===== src/rtl/serial_io_pkg.sv =====
// Shared types and frame-geometry helpers for the serial frame bridge.
package serial_io_pkg;

    localparam int IDLE_DEFAULT = 0;

    typedef enum logic [1:0] {
        WIN_IN  = 2'd0,
        WIN_RUN = 2'd1,
        WIN_OUT = 2'd2
    } window_e;

    function automatic int frame_len(input int in_w, input int out_w);
        return in_w + 1 + out_w;
    endfunction

    function automatic int phase_width(input int p);
        int w;
        w = 1;
        while ((1 << w) < p) w++;
        return w;
    endfunction

endpackage


===== src/rtl/serial_frame_bridge_if.sv =====
// Pad-side and core-side signal bundle of the serial frame bridge.
interface serial_frame_bridge_if
    import serial_io_pkg::*;
#(
    parameter int IO_W      = 12,
    parameter int IN_WORDS  = 4,
    parameter int OUT_WORDS = 2
);
    localparam int PH_W = phase_width(frame_len(IN_WORDS, OUT_WORDS));

    logic [IO_W-1:0]           in_bits;
    logic                      frame_sync;
    logic                      loopback;
    logic [IO_W-1:0]           out_bits;
    logic                      out_valid;
    logic                      core_clk;
    logic [IN_WORDS*IO_W-1:0]  core_in;
    logic [OUT_WORDS*IO_W-1:0] core_out;
    logic [PH_W-1:0]           phase;
    logic                      desync;

    modport slave (
        input  in_bits, frame_sync, loopback, core_out,
        output out_bits, out_valid, core_clk, core_in, phase, desync
    );

    modport master (
        output in_bits, frame_sync, loopback, core_out,
        input  out_bits, out_valid, core_clk, core_in, phase, desync
    );

endinterface


===== src/rtl/serial_phase_gen.sv =====
// Frame phase sequencer: phase counter, resync/abort handling, sticky desync
// flag and the registered divided core clock.
module serial_phase_gen
    import serial_io_pkg::*;
#(
    parameter int IN_WORDS  = 4,
    parameter int OUT_WORDS = 2,
    localparam int P    = frame_len(IN_WORDS, OUT_WORDS),
    localparam int PH_W = phase_width(P)
) (
    input  logic            clk,
    input  logic            reset_n,
    input  logic            frame_sync,
    output logic [PH_W-1:0] phase,
    output window_e         window,
    output logic            is_last,
    output logic            abort,
    output logic            core_clk,
    output logic            desync
);

    logic [PH_W-1:0] next_phase;

    // state register
    always_ff @(posedge clk or negedge reset_n) begin
        if (!reset_n) begin
            phase    <= '0;
            core_clk <= 1'b0;
            desync   <= 1'b0;
        end else begin
            phase    <= next_phase;
            core_clk <= (next_phase >= PH_W'(IN_WORDS));
            desync   <= desync | abort;
        end
    end

    // next-state: a sync on the last phase is just the ordinary wrap
    always_comb begin
        is_last = (phase == PH_W'(P - 1));
        abort   = frame_sync && !is_last;
        if (frame_sync || is_last) begin
            next_phase = '0;
        end else begin
            next_phase = phase + PH_W'(1);
        end
    end

    // output: classify the current phase
    always_comb begin
        window = WIN_OUT;
        if (phase < PH_W'(IN_WORDS)) begin
            window = WIN_IN;
        end else if (phase == PH_W'(IN_WORDS)) begin
            window = WIN_RUN;
        end
    end

endmodule


===== src/rtl/serial_frame_bridge.sv =====
// Pin-limited serial bridge: captures IN_WORDS pad words into a wide core
// input, runs the core for one phase, then serialises OUT_WORDS results.
module serial_frame_bridge
    import serial_io_pkg::*;
#(
    parameter int IO_W      = 12,
    parameter int IN_WORDS  = 4,
    parameter int OUT_WORDS = 2,
    parameter int IDLE_VAL  = IDLE_DEFAULT
) (
    input logic                  clk,
    input logic                  reset_n,
    serial_frame_bridge_if.slave bus
);

    localparam int P    = frame_len(IN_WORDS, OUT_WORDS);
    localparam int PH_W = phase_width(P);
    localparam logic [IO_W-1:0] IDLE_W = IO_W'(IDLE_VAL);

    logic [PH_W-1:0] phase;
    window_e         window;
    logic            is_last;
    logic            abort;
    logic            core_clk;
    logic            desync;

    logic [IO_W-1:0] core_in_r  [IN_WORDS];
    logic [IO_W-1:0] snapshot_r [OUT_WORDS];
    logic [IO_W-1:0] snap_d     [OUT_WORDS];
    logic            load_snap;
    logic [IO_W-1:0] out_d;
    logic            valid_d;
    logic [IO_W-1:0] out_bits_r;
    logic            out_valid_r;

    serial_phase_gen #(
        .IN_WORDS  (IN_WORDS),
        .OUT_WORDS (OUT_WORDS)
    ) u_phase_gen (
        .clk        (clk),
        .reset_n    (reset_n),
        .frame_sync (bus.frame_sync),
        .phase      (phase),
        .window     (window),
        .is_last    (is_last),
        .abort      (abort),
        .core_clk   (core_clk),
        .desync     (desync)
    );

    // input window: one pad word per phase into the wide core input
    always_ff @(posedge clk or negedge reset_n) begin
        if (!reset_n) begin
            for (int k = 0; k < IN_WORDS; k++) core_in_r[k] <= '0;
        end else begin
            for (int k = 0; k < IN_WORDS; k++) begin
                if (phase == PH_W'(k)) core_in_r[k] <= bus.in_bits;
            end
        end
    end

    // run phase: no capture happens here, so core_in_r is already the full frame
    always_comb begin
        for (int j = 0; j < OUT_WORDS; j++) begin
            snap_d[j] = bus.loopback ? core_in_r[j % IN_WORDS]
                                     : bus.core_out[j*IO_W +: IO_W];
        end
    end

    assign load_snap = (window == WIN_RUN) && !abort;

    always_ff @(posedge clk or negedge reset_n) begin
        if (!reset_n) begin
            for (int j = 0; j < OUT_WORDS; j++) snapshot_r[j] <= '0;
        end else if (load_snap) begin
            for (int j = 0; j < OUT_WORDS; j++) snapshot_r[j] <= snap_d[j];
        end
    end

    // word 0 leaves on the same edge the snapshot loads, hence the bypass
    always_comb begin
        out_d   = IDLE_W;
        valid_d = 1'b0;
        if (!abort && !is_last) begin
            if (window == WIN_RUN) begin
                out_d   = snap_d[0];
                valid_d = 1'b1;
            end else begin
                for (int j = 1; j < OUT_WORDS; j++) begin
                    if (phase == PH_W'(IN_WORDS + j)) begin
                        out_d   = snapshot_r[j];
                        valid_d = 1'b1;
                    end
                end
            end
        end
    end

    always_ff @(posedge clk or negedge reset_n) begin
        if (!reset_n) begin
            out_bits_r  <= IDLE_W;
            out_valid_r <= 1'b0;
        end else begin
            out_bits_r  <= out_d;
            out_valid_r <= valid_d;
        end
    end

    for (genvar k = 0; k < IN_WORDS; k++) begin : g_core_in
        assign bus.core_in[k*IO_W +: IO_W] = core_in_r[k];
    end

    assign bus.out_bits  = out_bits_r;
    assign bus.out_valid = out_valid_r;
    assign bus.core_clk  = core_clk;
    assign bus.phase     = phase;
    assign bus.desync    = desync;

endmodule


===== src/flat_wrapper.sv =====
// flat-port wrapper written by rule: the top's interface ports become plain ports
module serial_frame_bridge_flat import serial_io_pkg::*;
#(
    parameter int IO_W      = 12,
    parameter int IN_WORDS  = 4,
    parameter int OUT_WORDS = 2,
    parameter int IDLE_VAL  = IDLE_DEFAULT
)
  (clk, reset_n, bus_in_bits, bus_frame_sync, bus_loopback, bus_core_out, bus_out_bits, bus_out_valid, bus_core_clk, bus_core_in, bus_phase, bus_desync);
  serial_frame_bridge_if #(.IO_W(IO_W), .IN_WORDS(IN_WORDS), .OUT_WORDS(OUT_WORDS)) bus_i ();
  input logic clk;
  input logic reset_n;
  input wire logic [$bits(bus_i.in_bits)-1:0] bus_in_bits;
  input wire logic [$bits(bus_i.frame_sync)-1:0] bus_frame_sync;
  input wire logic [$bits(bus_i.loopback)-1:0] bus_loopback;
  input wire logic [$bits(bus_i.core_out)-1:0] bus_core_out;
  output wire logic [$bits(bus_i.out_bits)-1:0] bus_out_bits;
  output wire logic [$bits(bus_i.out_valid)-1:0] bus_out_valid;
  output wire logic [$bits(bus_i.core_clk)-1:0] bus_core_clk;
  output wire logic [$bits(bus_i.core_in)-1:0] bus_core_in;
  output wire logic [$bits(bus_i.phase)-1:0] bus_phase;
  output wire logic [$bits(bus_i.desync)-1:0] bus_desync;
  assign bus_i.in_bits = bus_in_bits;
  assign bus_i.frame_sync = bus_frame_sync;
  assign bus_i.loopback = bus_loopback;
  assign bus_i.core_out = bus_core_out;
  assign bus_out_bits = bus_i.out_bits;
  assign bus_out_valid = bus_i.out_valid;
  assign bus_core_clk = bus_i.core_clk;
  assign bus_core_in = bus_i.core_in;
  assign bus_phase = bus_i.phase;
  assign bus_desync = bus_i.desync;
  serial_frame_bridge #(.IO_W(IO_W), .IN_WORDS(IN_WORDS), .OUT_WORDS(OUT_WORDS), .IDLE_VAL(IDLE_VAL)) u_core (.clk(clk), .reset_n(reset_n), .bus(bus_i));
endmodule

===== config.mk =====
export PLATFORM = sky130hd
export DESIGN_NAME = serial_frame_bridge_flat
export DESIGN_NICKNAME = d
export VERILOG_FILES = /design/src/rtl/serial_io_pkg.sv /design/src/rtl/serial_frame_bridge_if.sv /design/src/rtl/serial_phase_gen.sv /design/src/rtl/serial_frame_bridge.sv /design/src/flat_wrapper.sv
export SDC_FILE = /design/constraint.sdc
export NUM_CORES = 1
export LEC_CHECK = 0
export ABC_AREA = 1
export BUFFER_PORTS_ARGS = -buffer_cell sky130_fd_sc_hd__buf_2
export CAP_MARGIN = 20
export CELL_PAD_IN_SITES_DETAIL_PLACEMENT = 0
export CELL_PAD_IN_SITES_GLOBAL_PLACEMENT = 1
export CORE_ASPECT_RATIO = 1.75
export CORE_MARGIN = 2
export CORE_UTILIZATION = 40
export CTS_CLUSTER_SIZE = 16
export DETAILED_ROUTE_END_ITERATION = 16
export PLACE_DENSITY = 0.82
export SLEW_MARGIN = 10
export SYNTH_ARGS = -nofsm -noshare
export SYNTH_HDL_FRONTEND = slang
export SYNTH_SLANG_ARGS = --single-unit

===== constraint.sdc =====
create_clock -name clk -period 3.15 [get_ports clk]
set_input_delay 0.4725 -clock clk [delete_from_list [all_inputs] [get_ports clk]]
set_output_delay 0.4725 -clock clk [all_outputs]
set_load 0.02 [all_outputs]

==> impl_metrics.env <==
export IMPL_power_density_nw_per_um2=774.1
export IMPL_dp_hpwl_microns=5923
export IMPL_grt_max_degree=78
export IMPL_pin_count=106
export IMPL_period_share=0.5717
export IMPL_grtUsageTotal=0.1872
export IMPL_die_h_microns=124.2
export IMPL_cts_inserted_buffers=9
export IMPL_ir_worst_vdd_v=0.0004442
export IMPL_regToRegSetupSlack_ps=1350
export IMPL_setup_tns_ps=0
export IMPL_core_sq_um=7963
export IMPL_synth_area_leaders="dfrtp_1 (58%), nand2_1 (18%), o21ai_0 (5.1%)"
export IMPL_cts_setup_buffers=0
export IMPL_yosysTopAreaCellShare=0.5831
export IMPL_synthTopCellsByCount="nand2_1 (158), dfrtp_1 (77), o21ai_0 (34), a21oi_1 (24), inv_1 (18)"
export IMPL_setup_viol=0
export IMPL_clkPwrFrac=0.291
export IMPL_drc=0
export IMPL_finalHoldViolCount=0
export IMPL_seq_area_frac_synth=0.5831
export IMPL_firstDrtPassIters=4
export IMPL_syn_inst=380
export IMPL_insertion_delay_ps=330
export IMPL_arrival_ps=2060
export IMPL_path_class="register to register"
export IMPL_layout_min_cycle_time_ps=1801
export IMPL_fp_row_count=43
export IMPL_power_leakage_nw=2.226
export IMPL_power_total_mw=3.144
export IMPL_htreeDepth=3
export IMPL_hold_buffers=0
export IMPL_ant_nets=0
export IMPL_overflow=0
export IMPL_cp_start_kind="register"
export IMPL_ctsRootBufferMaster="clkbuf_16"
export IMPL_fin_skew_ps=5.454
export IMPL_dieArea_sq_um=9033
export IMPL_yosys_warnings=0
export IMPL_min_path_type="input port to asynchronous set/reset pin"
export IMPL_wirelength_microns=8055
export IMPL_clk_pin_slew_ps=60
export IMPL_p_seq_frac=0.445
export IMPL_grt_pass1_vias=2621
export IMPL_synth_main_ff_cell="dfrtp_1"
export IMPL_status="completed"
export IMPL_p_int_mw=2.040
export IMPL_antenna_found_initial=0
export IMPL_synth_distinct_cells=17
export IMPL_critPathMaxFanout=24
export IMPL_cts_sinks=77
export IMPL_ys_seq_elements=77
export IMPL_crit_start="u_core.u_phase_gen.core_clk$_DFF_PN0_"
export IMPL_wl_per_cell_microns=14.16
export IMPL_initial_utilization=0.4150
export IMPL_gp_congestion=0.7470
export IMPL_ctsResizeCount=0
export IMPL_max_slew_margin=0.3666
export IMPL_regToRegStartpoint="u_core.u_phase_gen.core_clk$_DFF_PN0_"
export IMPL_p_comb_frac=0.263
export IMPL_end_kind="register"
export IMPL_grt_pass1_wl_microns=12890
export IMPL_whs_ps=280.0
export IMPL_via_count=2752
export IMPL_worst_pin_slew_ps=950.1
export IMPL_synth_edff_count=0
export IMPL_cap_violations=0
export IMPL_synth_avg_cell_area_sq_um=8.696
export IMPL_ctsLongestPathBuffers=2
export IMPL_die_w_microns=72.71
export IMPL_cts_tree="built"
export IMPL_routed_via_density=4.837
export IMPL_yosysMostFrequentCell="nand2_1"
export IMPL_synth_async_reset_ratio=1.000
export IMPL_area_growth_pct=22.91
export IMPL_cp_required_ps=3400
export IMPL_rsz0062_at_grt="false"
export IMPL_slew_violations=0
export IMPL_yosys_area_top_type="dfrtp_1"
export IMPL_nNetsFinal=519
export IMPL_netlist_area_sq_um=3304
export IMPL_synth_net_count=425
export IMPL_port_buffers=105
export IMPL_drt_iter0_drc=194
export IMPL_clock_fmax_mhz=555.3
export IMPL_sw_frac_of_total=0.3512
export IMPL_drive_gt1_frac=0.2693
export IMPL_diodes=0
export IMPL_p_sw_mw=1.104
[registers in the layout, indices dropped and copies added, names as in the netlist]
| name | flops |
|---|---|
| u_core.u_phase_gen.desync | 1 |
| u_core.u_phase_gen.core_clk | 1 |
| u_core.u_phase_gen.phase | 2 |
| u_core.bus.out_bits | 12 |
| u_core.bus.core_in | 48 |
| u_core.snapshot_r | 12 |
| u_core.bus.out_valid | 1 |
[cell usage in the layout, fill, tap and decap left out, drive strengths merged, types with 5 or more instances in the layout]
master	Yosys	final
o21ai	37	37
ha	5	5
a21oi	24	24
buf	21	105
clkbuf	1	12
nand2	165	165
nor2	16	16
nand4	12	12
dfrtp	77	77
inv	22	22
[through the flow]
| step | instance area (sq um) | std cells | worst slack [ps] | util |
|---|---|---|---|---|
| after global routing | 4061 | 569 | 1142 | 0.5101 |
| after CTS | 4061 | 569 | 1328 | 0.5101 |
| after global placement | 3800 | 553 | 1445 | 0.4772 |
| after detailed placement | 3800 | 553 | 1348 | 0.4772 |
| after floorplan | 3304 | 380 | 1746 | - |
| final | 4061 | 569 | 1349 | 0.5101 |
[power by group through the flow]
stage / Clock (mW) / Sequential (mW) / Combinational (mW)
floorplan: 0 / 1.62 / 0.302
global placement: 0 / 1.41 / 0.820
detailed placement: 0 / 1.41 / 0.841
CTS: 0.927 / 1.40 / 0.841
global route: 0.973 / 1.43 / 0.924
finish: 0.915 / 1.40 / 0.828
[final cells by class]
type	instances	area (sq um)
repair buffers	105	528.0
fillers	809	3901
flip-flops and latches	77	1927
inverters	22	87.58
clock inverters	4	25.02
multi-input cells	259	1145
well taps	90	112.6
clock buffers	12	236.5
[worst max-delay path: stages (launching register included)]
cell and delay (ps):
dfrtp_1 590, inv_4 170, ha_1 680, nor2_1 110, a21oi_1 160
[path summary, 6_finish.rpt]
kind,endpoint,depth (start not counted)
setup / recovery,u_core.bus.core_in[43]$_DFFE_PN0N_,4
setup reg to reg,u_core.bus.core_in[43]$_DFFE_PN0N_,4
hold reg to reg,u_core.u_phase_gen.desync$_DFF_PN0_,2
max in group asynchronous,u_core.bus.out_bits[4]$_DFF_PN0_,1
min in group clk,u_core.u_phase_gen.desync$_DFF_PN0_,3
hold / removal,u_core.bus.core_in[24]$_DFFE_PN0N_,1
[per-layer routing]
metal | global-route usage | share of wire
met1 | 0.2318 | 0.42
met2 | 0.3118 | 0.52
met4 | 0.07843 | 0.020
met5 | 0 | 0
met3 | 0.03647 | 0.043
[kinds of logic after synthesis]
group	count (synthesis)	synth area share
AOI/OAI and AO/OA	61	0.09239
adders and majority gates	5	0.01893
buffers and inverters	44	0.07042
DFF	77	0.5831
and+or+nand+nor	193	0.2351
(Power assumes the default switching activity.)
